`src/rtl/sprite_pkg.sv`:
```
// Shared types and constants for the sprite scanline renderer.
// The SPRITE_MIRROR_EN build uses mirror_row to reverse a fetched bitmap row.
package sprite_pkg;
    localparam int SPR_W     = 8;
    localparam int SPR_H_DEF = 8;
    localparam int ROW_BITS  = $clog2(SPR_H_DEF);

    typedef enum logic [2:0] {
        ST_IDLE  = 3'd0,
        ST_CHECK = 3'd1,
        ST_ADDR  = 3'd2,
        ST_WAIT  = 3'd3,
        ST_LOAD  = 3'd4
    } fetch_state_e;

    typedef struct packed {
        logic [7:0] x;
        logic [7:0] y;
        logic [3:0] code;
        logic       flip;
    } slot_attr_t;

    function automatic logic [SPR_W-1:0] mirror_row(input logic [SPR_W-1:0] row);
        for (int i = 0; i < SPR_W; i++) begin
            mirror_row[i] = row[SPR_W-1-i];
        end
    endfunction
endpackage

```
`src/rtl/sprite_shifter.sv`:
```
// One sprite slot: pending row buffer filled during blank, live copy taken at hpos 0,
// X comparator and an 8-pixel MSB-first run.
module sprite_shifter
    import sprite_pkg::*;
(
    input  logic             clk,
    input  logic             reset,
    input  logic [8:0]       hpos,
    input  logic             display_on,
    input  logic             load_en,
    input  logic             disarm_en,
    input  logic [7:0]       load_x,
    input  logic [SPR_W-1:0] load_row,
    output logic             pix_bit
);
    logic [SPR_W-1:0] pend_row_q, pend_row_d, live_row_q, live_row_d, cur_row_s;
    logic [7:0]       pend_x_q, pend_x_d, live_x_q, live_x_d, cur_x_s;
    logic             pend_arm_q, pend_arm_d, live_arm_q, live_arm_d, cur_arm_s;
    logic [SPR_W-2:0] shift_q, shift_d;
    logic [2:0]       run_q, run_d;
    logic             line_start_s, start_s;

    // Buffer handoff, run start detection and shifting.
    always_comb begin
        line_start_s = (hpos == 9'd0);
        // At hpos 0 the live copy is not yet updated, so compare against pending directly.
        cur_row_s    = line_start_s ? pend_row_q : live_row_q;
        cur_x_s      = line_start_s ? pend_x_q   : live_x_q;
        cur_arm_s    = line_start_s ? pend_arm_q : live_arm_q;
        start_s      = display_on && cur_arm_s && (run_q == 3'd0) && (hpos[7:0] == cur_x_s);
        live_row_d   = cur_row_s;
        live_x_d     = cur_x_s;
        live_arm_d   = cur_arm_s;
        pend_row_d   = pend_row_q;
        pend_x_d     = pend_x_q;
        pend_arm_d   = pend_arm_q;
        if (load_en) begin
            pend_row_d = load_row;
            pend_x_d   = load_x;
            pend_arm_d = 1'b1;
        end else if (disarm_en) begin
            pend_arm_d = 1'b0;
        end else begin
            pend_arm_d = pend_arm_q;
        end
        shift_d = shift_q;
        run_d   = run_q;
        pix_bit = 1'b0;
        if (!display_on) begin
            run_d = 3'd0;
        end else if (run_q != 3'd0) begin
            pix_bit = shift_q[SPR_W-2];
            shift_d = {shift_q[SPR_W-3:0], 1'b0};
            run_d   = run_q - 3'd1;
        end else if (start_s) begin
            pix_bit = cur_row_s[SPR_W-1];
            shift_d = cur_row_s[SPR_W-2:0];
            run_d   = 3'(SPR_W - 1);
        end else begin
            pix_bit = 1'b0;
        end
    end

    // Slot state registers.
    always_ff @(posedge clk or posedge reset) begin
        if (reset) begin
            pend_row_q <= '0;
            pend_x_q   <= 8'd0;
            pend_arm_q <= 1'b0;
            live_row_q <= '0;
            live_x_q   <= 8'd0;
            live_arm_q <= 1'b0;
            shift_q    <= '0;
            run_q      <= 3'd0;
        end else begin
            pend_row_q <= pend_row_d;
            pend_x_q   <= pend_x_d;
            pend_arm_q <= pend_arm_d;
            live_row_q <= live_row_d;
            live_x_q   <= live_x_d;
            live_arm_q <= live_arm_d;
            shift_q    <= shift_d;
            run_q      <= run_d;
        end
    end
endmodule

```
`src/rtl/sprite_scanline_renderer.sv`:
```
// Sprite scanline renderer: blank-time ROM fetch FSM, per-slot shifters, priority and collision.
// Define SPRITE_MIRROR_EN to store attr_flip and mirror flipped slots horizontally.
module sprite_scanline_renderer
    import sprite_pkg::*;
#(
    parameter int NUM_SPRITES = 4,
    parameter int SPR_H       = 8,
    parameter int H_DISPLAY   = 256,
    parameter int V_MAX       = 261
) (
    input  logic                           clk,
    input  logic                           reset,
    input  logic [8:0]                     hpos,
    input  logic [8:0]                     vpos,
    input  logic                           display_on,
    input  logic                           attr_we,
    input  logic [$clog2(NUM_SPRITES)-1:0] attr_idx,
    input  logic [7:0]                     attr_x,
    input  logic [7:0]                     attr_y,
    input  logic [3:0]                     attr_code,
    input  logic                           attr_flip,
    output logic [7+$clog2(SPR_H)-1:0]     rom_addr,
    input  logic [7:0]                     rom_data,
    output logic                           pixel_on,
    output logic [$clog2(NUM_SPRITES)-1:0] pixel_id,
    output logic                           collision,
    input  logic                           collision_clr
);
    localparam int IDX_W = $clog2(NUM_SPRITES);
    localparam int RB    = $clog2(SPR_H);
    localparam int AW    = 7 + RB;

    slot_attr_t       attr_q [NUM_SPRITES];
    slot_attr_t       attr_d [NUM_SPRITES];
    slot_attr_t       cur_attr_s;
    fetch_state_e     state_q, state_d;
    logic [IDX_W-1:0] slot_q, slot_d, pixel_id_q, pixel_id_d;
    logic [AW-1:0]    rom_addr_q, rom_addr_d;
    logic [7:0]       fetch_x_q, fetch_x_d, load_row_s;
    logic [8:0]       tline_s, row_s;
    logic             in_range_s, last_slot_s, load_s, disarm_s, multi_s;
    logic             pixel_on_q, pixel_on_d, collision_q, collision_d;
    logic [NUM_SPRITES-1:0] bits_s;

`ifdef SPRITE_MIRROR_EN
    logic fetch_flip_q, fetch_flip_d;
`else
    logic flip_unused_s;
    assign flip_unused_s = attr_flip;
`endif

    // Attribute register file write port.
    always_comb begin
        for (int i = 0; i < NUM_SPRITES; i++) begin
            attr_d[i] = attr_q[i];
        end
        if (attr_we) begin
            attr_d[attr_idx].x    = attr_x;
            attr_d[attr_idx].y    = attr_y;
            attr_d[attr_idx].code = attr_code;
`ifdef SPRITE_MIRROR_EN
            attr_d[attr_idx].flip = attr_flip;
`else
            attr_d[attr_idx].flip = 1'b0;
`endif
        end else begin
            attr_d[0] = attr_q[0];
        end
    end

    // Range check of the current slot against the line being prepared.
    always_comb begin
        tline_s     = (vpos == 9'(V_MAX)) ? 9'd0 : vpos + 9'd1;
        cur_attr_s  = attr_q[slot_q];
        row_s       = tline_s - {1'b0, cur_attr_s.y};
        in_range_s  = (row_s < 9'(SPR_H));
        last_slot_s = (slot_q == IDX_W'(NUM_SPRITES - 1));
    end

    // Fetch FSM next state.
    always_comb begin
        state_d = state_q;
        case (state_q)
            ST_IDLE:  state_d = (hpos == 9'(H_DISPLAY)) ? ST_CHECK : ST_IDLE;
            ST_CHECK: state_d = in_range_s ? ST_ADDR : (last_slot_s ? ST_IDLE : ST_CHECK);
            ST_ADDR:  state_d = ST_WAIT;
            ST_WAIT:  state_d = ST_LOAD;
            ST_LOAD:  state_d = last_slot_s ? ST_IDLE : ST_CHECK;
            default:  state_d = ST_IDLE;
        endcase
    end

    // Fetch FSM outputs: slot sequencing, ROM address and per-slot strobes.
    always_comb begin
        slot_d     = slot_q;
        rom_addr_d = rom_addr_q;
        fetch_x_d  = fetch_x_q;
`ifdef SPRITE_MIRROR_EN
        fetch_flip_d = fetch_flip_q;
`endif
        load_s     = 1'b0;
        disarm_s   = 1'b0;
        case (state_q)
            ST_IDLE: slot_d = {IDX_W{1'b0}};
            ST_CHECK: begin
                if (in_range_s) begin
                    rom_addr_d = AW'({cur_attr_s.code, row_s[RB-1:0]});
                    fetch_x_d  = cur_attr_s.x;
`ifdef SPRITE_MIRROR_EN
                    fetch_flip_d = cur_attr_s.flip;
`endif
                end else begin
                    disarm_s = 1'b1;
                    slot_d   = last_slot_s ? {IDX_W{1'b0}} : slot_q + IDX_W'(1);
                end
            end
            ST_ADDR, ST_WAIT: slot_d = slot_q;
            ST_LOAD: begin
                load_s = 1'b1;
                slot_d = last_slot_s ? {IDX_W{1'b0}} : slot_q + IDX_W'(1);
            end
            default: slot_d = {IDX_W{1'b0}};
        endcase
    end

`ifdef SPRITE_MIRROR_EN
    assign load_row_s = fetch_flip_q ? mirror_row(rom_data) : rom_data;
`else
    assign load_row_s = rom_data;
`endif

    for (genvar g = 0; g < NUM_SPRITES; g++) begin : g_slot
        sprite_shifter u_shifter (
            .clk        (clk),
            .reset      (reset),
            .hpos       (hpos),
            .display_on (display_on),
            .load_en    (load_s && (slot_q == IDX_W'(g))),
            .disarm_en  (disarm_s && (slot_q == IDX_W'(g))),
            .load_x     (fetch_x_q),
            .load_row   (load_row_s),
            .pix_bit    (bits_s[g])
        );
    end

    // Lowest-index priority and overlap detection; a new overlap beats a clear.
    always_comb begin
        pixel_on_d = 1'b0;
        pixel_id_d = {IDX_W{1'b0}};
        multi_s    = 1'b0;
        for (int i = NUM_SPRITES - 1; i >= 0; i--) begin
            pixel_id_d = bits_s[i] ? IDX_W'(i) : pixel_id_d;
        end
        for (int i = 0; i < NUM_SPRITES; i++) begin
            multi_s    = multi_s | (bits_s[i] & pixel_on_d);
            pixel_on_d = pixel_on_d | bits_s[i];
        end
        collision_d = multi_s ? 1'b1 : (collision_clr ? 1'b0 : collision_q);
    end

    // FSM state register.
    always_ff @(posedge clk or posedge reset) begin
        if (reset) begin
            state_q <= ST_IDLE;
        end else begin
            state_q <= state_d;
        end
    end

    // Datapath and output registers.
    always_ff @(posedge clk or posedge reset) begin
        if (reset) begin
            for (int i = 0; i < NUM_SPRITES; i++) begin
                attr_q[i] <= '0;
            end
            slot_q      <= {IDX_W{1'b0}};
            rom_addr_q  <= {AW{1'b0}};
            fetch_x_q   <= 8'd0;
`ifdef SPRITE_MIRROR_EN
            fetch_flip_q <= 1'b0;
`endif
            pixel_on_q  <= 1'b0;
            pixel_id_q  <= {IDX_W{1'b0}};
            collision_q <= 1'b0;
        end else begin
            for (int i = 0; i < NUM_SPRITES; i++) begin
                attr_q[i] <= attr_d[i];
            end
            slot_q      <= slot_d;
            rom_addr_q  <= rom_addr_d;
            fetch_x_q   <= fetch_x_d;
`ifdef SPRITE_MIRROR_EN
            fetch_flip_q <= fetch_flip_d;
`endif
            pixel_on_q  <= pixel_on_d;
            pixel_id_q  <= pixel_id_d;
            collision_q <= collision_d;
        end
    end

    assign rom_addr  = rom_addr_q;
    assign pixel_on  = pixel_on_q;
    assign pixel_id  = pixel_id_q;
    assign collision = collision_q;
endmodule

```
`config.mk`:
```
export PLATFORM = sky130hd
export DESIGN_NAME = sprite_scanline_renderer
export DESIGN_NICKNAME = d
export VERILOG_FILES = /design/src/rtl/sprite_pkg.sv /design/src/rtl/sprite_shifter.sv /design/src/rtl/sprite_scanline_renderer.sv
export SDC_FILE = /design/constraint.sdc
export NUM_CORES = 1
export LEC_CHECK = 0
export BUFFER_PORTS_ARGS = -buffer_cell sky130_fd_sc_hd__buf_2
export CORE_ASPECT_RATIO = 1.25
export CORE_UTILIZATION = 63
export CTS_CLUSTER_DIAMETER = 150
export DETAILED_ROUTE_END_ITERATION = 10
export PLACE_DENSITY = 0.8
export SYNTH_ARGS = -nofsm -noshare
export SYNTH_HDL_FRONTEND = slang
export SYNTH_HIERARCHICAL = 1
export SYNTH_SLANG_ARGS = --single-unit
```
`constraint.sdc`:
```
create_clock -name clk -period 6.42 [get_ports clk]
set_input_delay 1.284 -clock clk [delete_from_list [all_inputs] [get_ports clk]]
set_output_delay 1.284 -clock clk [all_outputs]
set_load 0.05 [all_outputs]
```
==> qor.csv, run 1 <==
stage,metric,value,unit
yosys,syn_area,13810,µm²
yosys,async_flop_share,100.0,%
timing,final-max-slew-violation-count,0,
final_layout,finish.utilization,70.84,%
cts,htree_num_levels,1,
pwr,p_leak,7.488,nW
placement,dpl_cell_area,14290,µm²
placement,dp_hpwl,19070,µm
timing,clock_skew,0.02592,ns
critical_path,critical_path.top_delay_family,simple AND/OR/NAND/NOR gates,
status,outcome,"complete, no violations",
placement,io_buffers,63,
critical_path,critical_path_required,6.84,ns
critical_path,worstPathCellList,"buf_2, inv_1, ha_1, nor4b_1, nand2_1, nor2_1, or2_2, ha_1, inv_1, fa_1, a21o_1, a221oi_2, xor2_1, o211ai_1, nor4_4, nand2_4, mux2_4",
routing,drtPass1Iterations,5,
critical_path,critical_path_buf_inv_count,3,
floorplan,dieWidth,134.4,µm
hold_path,hp-class,reg -> reg,
cts,ctsResizeCount,0,
cts,root_buffer,clkbuf_16,
yosys,syn-instance-count,1181,
final_layout,n_fill_cell,1531,
final_layout,layout.nets,1310,
timing,tns,0,ns
yosys,yosys_register_bits,280,
timing,setup_viol,0,
timing,final-hold-violation-count,0,
global_route,grt_start_max_net_pins,74,
global_route,antenna_found_initial,0,
timing,post-route-period-util,72.13,%
timing,maxSlewHeadroom,25.65,%
critical_path,end_kind,register,
floorplan,die_height,167.5,µm
global_route,grt_pass1_vias,9400,
placement,gp_congestion,0.8727,
pwr,finalPower,0.005101,W
yosys,yosysUniqueCellTypes,70,
global_route,overflow,0,
cts,cts_setup_buffers,0,
critical_path,max_stage_delay,0.51,ns
critical_path,slowest_stage,nor4_4,
job,maxCapViolCount,0,
global_route,grt_pass1_wl,47930,µm
floorplan,start_util,64.11,%
timing,max_slew.worst_pin.slew,1.112,ns
yosys,ys_seq_area_share,50.73,%
critical_path,path_class,in -> reg,
floorplan,fp-row-count,60,
routing,drc,0,
yosys,synth_ff_type,dfrtp_1,
placement,dpl_worst_slack,1.269,ns
timing,setup_ws,1.790,ns
yosys,ys_warn_count,6,
final_layout,fin_area,15260,µm²
pwr,p_clk_share,33.3,%
routing,ant_nets,0,
pwr,seq_power_share,41.6,%
pwr,power.internal,0.003573,W
pwr,pwr-share-comb,25.1,%
timing,layout_min_cycle_time,4.630,ns
routing,routedWlPerCell,18.86,µm
floorplan,ios,68,
pwr,p_sw_share,29.97,%
critical_path,start_kind,input port,
cts,cts-buffers-inserted,28,
final_layout,layout-drive-gt1-share,26.61,%
yosys,synth-edff-count,0,
routing,num_vias,9106,
cts,cts_num_sinks,280,
routing,drt-total-wl,28920,µm
final_layout,n_antenna_cell,0,
timing,rsz0062_at_grt,false,
global_route,grt_util_all_layers,26.95,%
pwr,peakVddDrop,0.2440,mV
critical_path,arrival,5.05,ns
floorplan,core-area,21550,µm²
routing,vias_per_cell,5.936,
pwr,switching_power,0.001529,W
critical_path,cp_max_fo,15,
yosys,avgSynthCellArea,11.70,µm²
cts,cts_hold_buf,0,
cts,clock_path_buffers,3,
pwr,powerDensity,334.2,nW/µm²
cts,clk_pin_slew_worst_paths,0.06,ns
timing,max_freq,0.2160,GHz
floorplan,die_area,22520,µm²
routing,drtIter0Drc,413,
final_layout,syn_to_final_growth,10.50,%
cts,cts_tree,done,
cts,clock_latency,0.56,ns
==> worst register-to-register path, stage by stage (launching register included) <==
cell,delay (ns)
dfrtp_1,0.65
mux4_2,0.59
ha_1,0.21
inv_1,0.07
fa_1,0.21
a21o_1,0.20
nor2b_1,0.07
a211o_1,0.26
or3_4,0.33
nor4_4,0.51
nand2_4,0.28
mux2_4,0.37
==> kinds of logic (layout without fill, tap and decap cells) <==
logic type / Yosys count / count (layout) / share of synthesized area, %
AND/OR/NAND/NOR: 339 / 339 / 12.93
flip-flops: 280 / 280 / 50.73
multiplexers: 243 / 243 / 21.15
buffers and inverters: 145 / 217 / 4.584
AO/OA/AOI/OAI: 134 / 134 / 7.419
adder cells (fa/ha/maj): 24 / 24 / 2.210
XOR/XNOR: 15 / 15 / 0.9512
other: 1 / 3 / 0.02715
==> cells in the mapped netlist (5+ instances only) <==
cell type | count | area, µm²
nand3b_1 | 11 | 82.58
o22ai_1 | 7 | 43.79
xor2_1 | 7 | 61.31
mux2_4 | 9 | 135.1
buf_6 | 8 | 90.09
mux4_2 | 20 | 450.4
nor4_1 | 8 | 50.05
ha_1 | 22 | 275.3
mux2i_1 | 59 | 590.6
nor4_4 | 5 | 106.4
dfrtp_1 | 280 | 7007
o2111ai_1 | 6 | 52.55
nor2b_1 | 29 | 181.4
and2_1 | 16 | 100.1
o21ai_0 | 27 | 135.1
nand4_1 | 5 | 31.28
a21oi_1 | 18 | 90.09
buf_4 | 6 | 45.04
nand2_1 | 164 | 615.6
o221ai_1 | 5 | 43.79
nor2_1 | 24 | 90.09
clkbuf_1 | 31 | 116.4
nor3_1 | 12 | 60.06
and4_1 | 5 | 43.79
buf_1 | 6 | 22.52
buf_2 | 5 | 25.02
inv_1 | 89 | 334.1
o211ai_1 | 11 | 82.58
mux2_2 | 152 | 1712
and3_1 | 7 | 43.79
xnor2_1 | 8 | 70.07
o211ai_2 | 8 | 100.1
a21o_1 | 9 | 67.56
nand2b_1 | 33 | 206.5
a21boi_0 | 5 | 37.54
==> metrics by stage <==
stage	hold slack, ns	std cells
2_1_floorplan	0.4337	1183
5_1_grt	0.4787	1534
6_report	0.4712	1534
4_1_cts	0.4660	1534
3_5_place_dp	0.4515	1482
3_3_place_gp	0.4490	1482
==> final timing paths <==
path                       depth (start not counted)  slack (ns)                                         from                                           to
hold reg to reg                                    2        0.47  g_slot[1].u_shifter/live_row_q[7]$_DFF_PP0_  g_slot[1].u_shifter/live_row_q[7]$_DFF_PP0_
min in group asynchronous                          2        0.79                                        reset                        pixel_id[0]$_DFF_PP0_
setup reg to reg                                  11        2.56                        slot_q[1]$_DFFE_PP0P_                     fetch_x_q[1]$_DFFE_PP0P_
max in group asynchronous                          3        4.34                                        reset                       attr_q[71]$_DFFE_PP0P_
hold / removal                                     2        0.47  g_slot[1].u_shifter/live_row_q[7]$_DFF_PP0_  g_slot[1].u_shifter/live_row_q[7]$_DFF_PP0_
setup / recovery                                  17        1.79                                      vpos[1]                     fetch_x_q[1]$_DFFE_PP0P_
==> state kept, by name, summed over array words and instances, names as in the netlist, 7 cells and up <==
name	cells
fetch_x_q	8
rom_addr	7
attr_q	80
g_slot.u_shifter/shift_q	28
g_slot.u_shifter/live_x_q	32
g_slot.u_shifter/run_q	12
g_slot.u_shifter/live_row_q	32
g_slot.u_shifter/pend_x_q	32
g_slot.u_shifter/pend_row_q	32
==> power by group through the flow <==
stage	Combinational, W	Clock, W	Sequential [W]
after CTS	0.00129	0.00173	0.00212
after floorplan	0.000991	0	0.00213
after global placement	0.00124	0	0.00213
final	0.00128	0.00170	0.00212
after global routing	0.00140	0.00180	0.00214
after detailed placement	0.00129	0	0.00215
==> cell usage in the layout, fill, tap and decap left out, types with 4 or more instances in the layout <==
cell | netlist | routed
buf_2 | 5 | 63
nand2_1 | 164 | 164
o211ai_1 | 11 | 11
o221ai_1 | 5 | 5
nand2b_1 | 33 | 33
buf_4 | 6 | 13
and2_1 | 16 | 16
inv_1 | 89 | 85
nor4b_1 | 4 | 4
ha_1 | 22 | 22
mux2_4 | 9 | 9
o21ai_0 | 27 | 27
a21oi_1 | 18 | 18
nor2b_1 | 29 | 29
clkbuf_8 | 0 | 4
a21o_1 | 9 | 9
o211ai_2 | 8 | 8
nor2_1 | 24 | 24
o31ai_1 | 4 | 4
clkinv_2 | 0 | 9
xnor2_1 | 8 | 8
dfrtp_1 | 280 | 280
a21boi_0 | 5 | 5
and3_1 | 7 | 7
nand3_1 | 4 | 4
clkbuf_16 | 0 | 28
nor4_1 | 8 | 8
bufinv_16 | 0 | 4
mux2_2 | 152 | 152
nand3b_1 | 11 | 11
o2111ai_1 | 6 | 6
mux4_2 | 20 | 20
mux2i_1 | 59 | 59
a31oi_1 | 4 | 4
nor3_1 | 12 | 12
and4_1 | 5 | 5
xor2_1 | 7 | 7
o22ai_1 | 7 | 7
nor4_4 | 5 | 5
nand4_1 | 5 | 5
==> per-layer routing <==
layer / GRT usage [%] / vias up / share of wire (%)
met1: 33.55 / 4600 / 41
met4: 9.184 / 0 / 3.0
li1: - / 4210 / -
met5: 0 / - / 0
met2: 47.96 / 242 / 52
met3: 3.784 / 54 / 4.8
==> area by class of cell <==
type	count	area [µm²]	area share, %
clock buffer	35	767.0	5.025
clock inverter	17	205.2	1.344
inverter	89	336.6	2.205
multi-input combinational	758	6185	40.52
sequential	280	7007	45.91
tap	279	349.1	2.287
timing repair buffer	76	412.9	2.705
Power figures use the tool's default switching activity.
==> run 2: changes to the inputs <==
Settings changed: CORE_UTILIZATION 63 to 62, PLACE_DENSITY 0.8 to 0.78.
Clock period 6.42 ns to 4.5 ns, I/O delays scaled along.
==> qor.csv, run 2 (synthesis gave the netlist of run 1 again) <==
stage,metric,value,unit
status,outcome,"complete, no violations",
critical_path,path_class,in -> reg,
timing,layout_min_cycle_time,3.882,ns
global_route,grt_pass1_wl,48150,µm
timing,max_slew.worst_pin.slew,0.8401,ns
timing,setup_viol,0,
critical_path,max_stage_delay,0.40,ns
routing,routedWlPerCell,19.07,µm
routing,drtPass1Iterations,5,
cts,root_buffer,clkbuf_16,
pwr,p_leak,7.532,nW
job,maxCapViolCount,0,
floorplan,core-area,21700,µm²
floorplan,die_area,22880,µm²
global_route,antenna_found_initial,0,
placement,dpl_cell_area,14400,µm²
routing,vias_per_cell,5.892,
pwr,powerDensity,469.9,nW/µm²
cts,cts-buffers-inserted,28,
cts,cts_tree,done,
floorplan,dieWidth,135.5,µm
final_layout,layout-drive-gt1-share,27.52,%
floorplan,fp-row-count,60,
critical_path,critical_path.top_delay_family,simple AND/OR/NAND/NOR gates,
placement,io_buffers,63,
timing,final-hold-violation-count,0,
critical_path,worstPathCellList,"buf_2, inv_1, ha_1, nor4b_1, nand2_1, nor2_1, or2_2, ha_1, inv_1, fa_1, a21o_1, a221oi_2, xor2_1, o211ai_1, nor4_4, nand2_4, mux2_4",
critical_path,start_kind,input port,
routing,drc,0,
final_layout,syn_to_final_growth,10.96,%
global_route,overflow,0,
pwr,peakVddDrop,0.5682,mV
timing,rsz0062_at_grt,false,
pwr,switching_power,0.002195,W
floorplan,ios,68,
critical_path,end_kind,register,
timing,max_freq,0.2576,GHz
pwr,p_clk_share,32.0,%
critical_path,worstSetupPathDepth,17,
pwr,power.internal,0.005007,W
cts,clk_pin_slew_worst_paths,0.06,ns
floorplan,start_util,63.66,%
floorplan,die_height,168.9,µm
routing,ant_nets,0,
global_route,grt_util_all_layers,26.99,%
routing,drtIter0Drc,417,
global_route,grt_start_max_net_pins,54,
critical_path,arrival,4.30,ns
pwr,pwr-share-comb,25.7,%
cts,htree_num_levels,1,
hold_path,hp-class,in -> async,
cts,cts_num_sinks,280,
critical_path,critical_path_required,4.92,ns
timing,clock_skew,0.02660,ns
cts,clock_path_buffers,3,
timing,post-route-period-util,86.28,%
pwr,seq_power_share,42.3,%
placement,dp_hpwl,19540,µm
final_layout,final_common_cell,dfrtp_1,
timing,final-max-slew-violation-count,0,
routing,drt-total-wl,29500,µm
critical_path,rr_worst_depth,11,
final_layout,largest_register_ffs,80,
critical_path,critical_path_buf_inv_count,3,
timing,maxSlewHeadroom,43.99,%
final_layout,n_antenna_cell,0,
placement,gp_congestion,0.8463,
cts,cts_hold_buf,0,
timing,tns,0,ns
final_layout,fin_area,15330,µm²
critical_path,slowest_stage,fa_1,
global_route,grt_pass1_vias,9595,
cts,clock_latency,0.55,ns
final_layout,final_cell_mix,"dfrtp_1 (280), nand2_1 (164), mux2_2 (152), inv_1 (85), buf_2 (63)",
routing,num_vias,9115,
cts,ctsResizeCount,0,
pwr,p_sw_share,30.48,%
critical_path,cp_max_fo,15,
final_layout,layout.nets,1325,
final_layout,top_register,attr_q,
cts,cts_setup_buffers,0,
==> run 2: per-stage QoR <==
stage               utilization [%]  hold WS [ns]  setup slack [ns]  instances  power [W]
finish                        70.64        0.3017            0.6176       1547   0.007201
global route                  70.64        0.2912            0.3227       1547   0.007563
CTS                           70.64        0.2924            0.6305       1547   0.007262
detailed placement            66.38        0.4609           0.06762       1497   0.004932
global placement              66.38        0.4516            0.1359       1497   0.004858
floorplan                         -        0.4337            0.2953       1183   0.004459
==> run 2: worst paths after layout <==
| check | from | end | slack (ns) |
|---|---|---|---|
| max | vpos[1] | rom_addr[1]$_DFFE_PP0P_ | 0.62 |
| max in group asynchronous | reset | attr_q[71]$_DFFE_PP0P_ | 3.32 |
| min reg2reg | g_slot[2].u_shifter/live_row_q[3]$_DFF_PP0_ | g_slot[2].u_shifter/live_row_q[3]$_DFF_PP0_ | 0.47 |
| min in group clk | g_slot[2].u_shifter/live_row_q[3]$_DFF_PP0_ | g_slot[2].u_shifter/live_row_q[3]$_DFF_PP0_ | 0.47 |
| min | reset | pixel_on$_DFF_PP0_ | 0.30 |
| max reg2reg | slot_q[1]$_DFFE_PP0P_ | rom_addr[1]$_DFFE_PP0P_ | 0.72 |
==> run 2: layer usage <==
| metal | part of all wire, % | GRT usage (%) | vias to the layer above |
|---|---|---|---|
| met5 | 0 | 0 | - |
| met1 | 41 | 33.39 | 4590 |
| met4 | 3.3 | 9.477 | 0 |
| li1 | - | - | 4239 |
| met2 | 51 | 48.05 | 217 |
| met3 | 4.7 | 3.744 | 69 |
==> run 2: cell type report <==
cell class	instances	area, µm²
Fill cell	1568	6370
Timing Repair Buffer	91	525.5
Sequential cell	280	7007
Inverter	89	336.6
Clock inverter	17	163.9
Tap cell	279	349.1
Clock buffer	33	759.5
Multi-Input combinational cell	758	6185
==> run 2: power groups by stage <==
stage	clock (W)	combinational, W	sequential [W]
after floorplan	0	0.00141	0.00305
final	0.00231	0.00185	0.00304
after global routing	0.00246	0.00203	0.00308
after CTS	0.00235	0.00187	0.00304
after detailed placement	0	0.00185	0.00308
after global placement	0	0.00179	0.00307
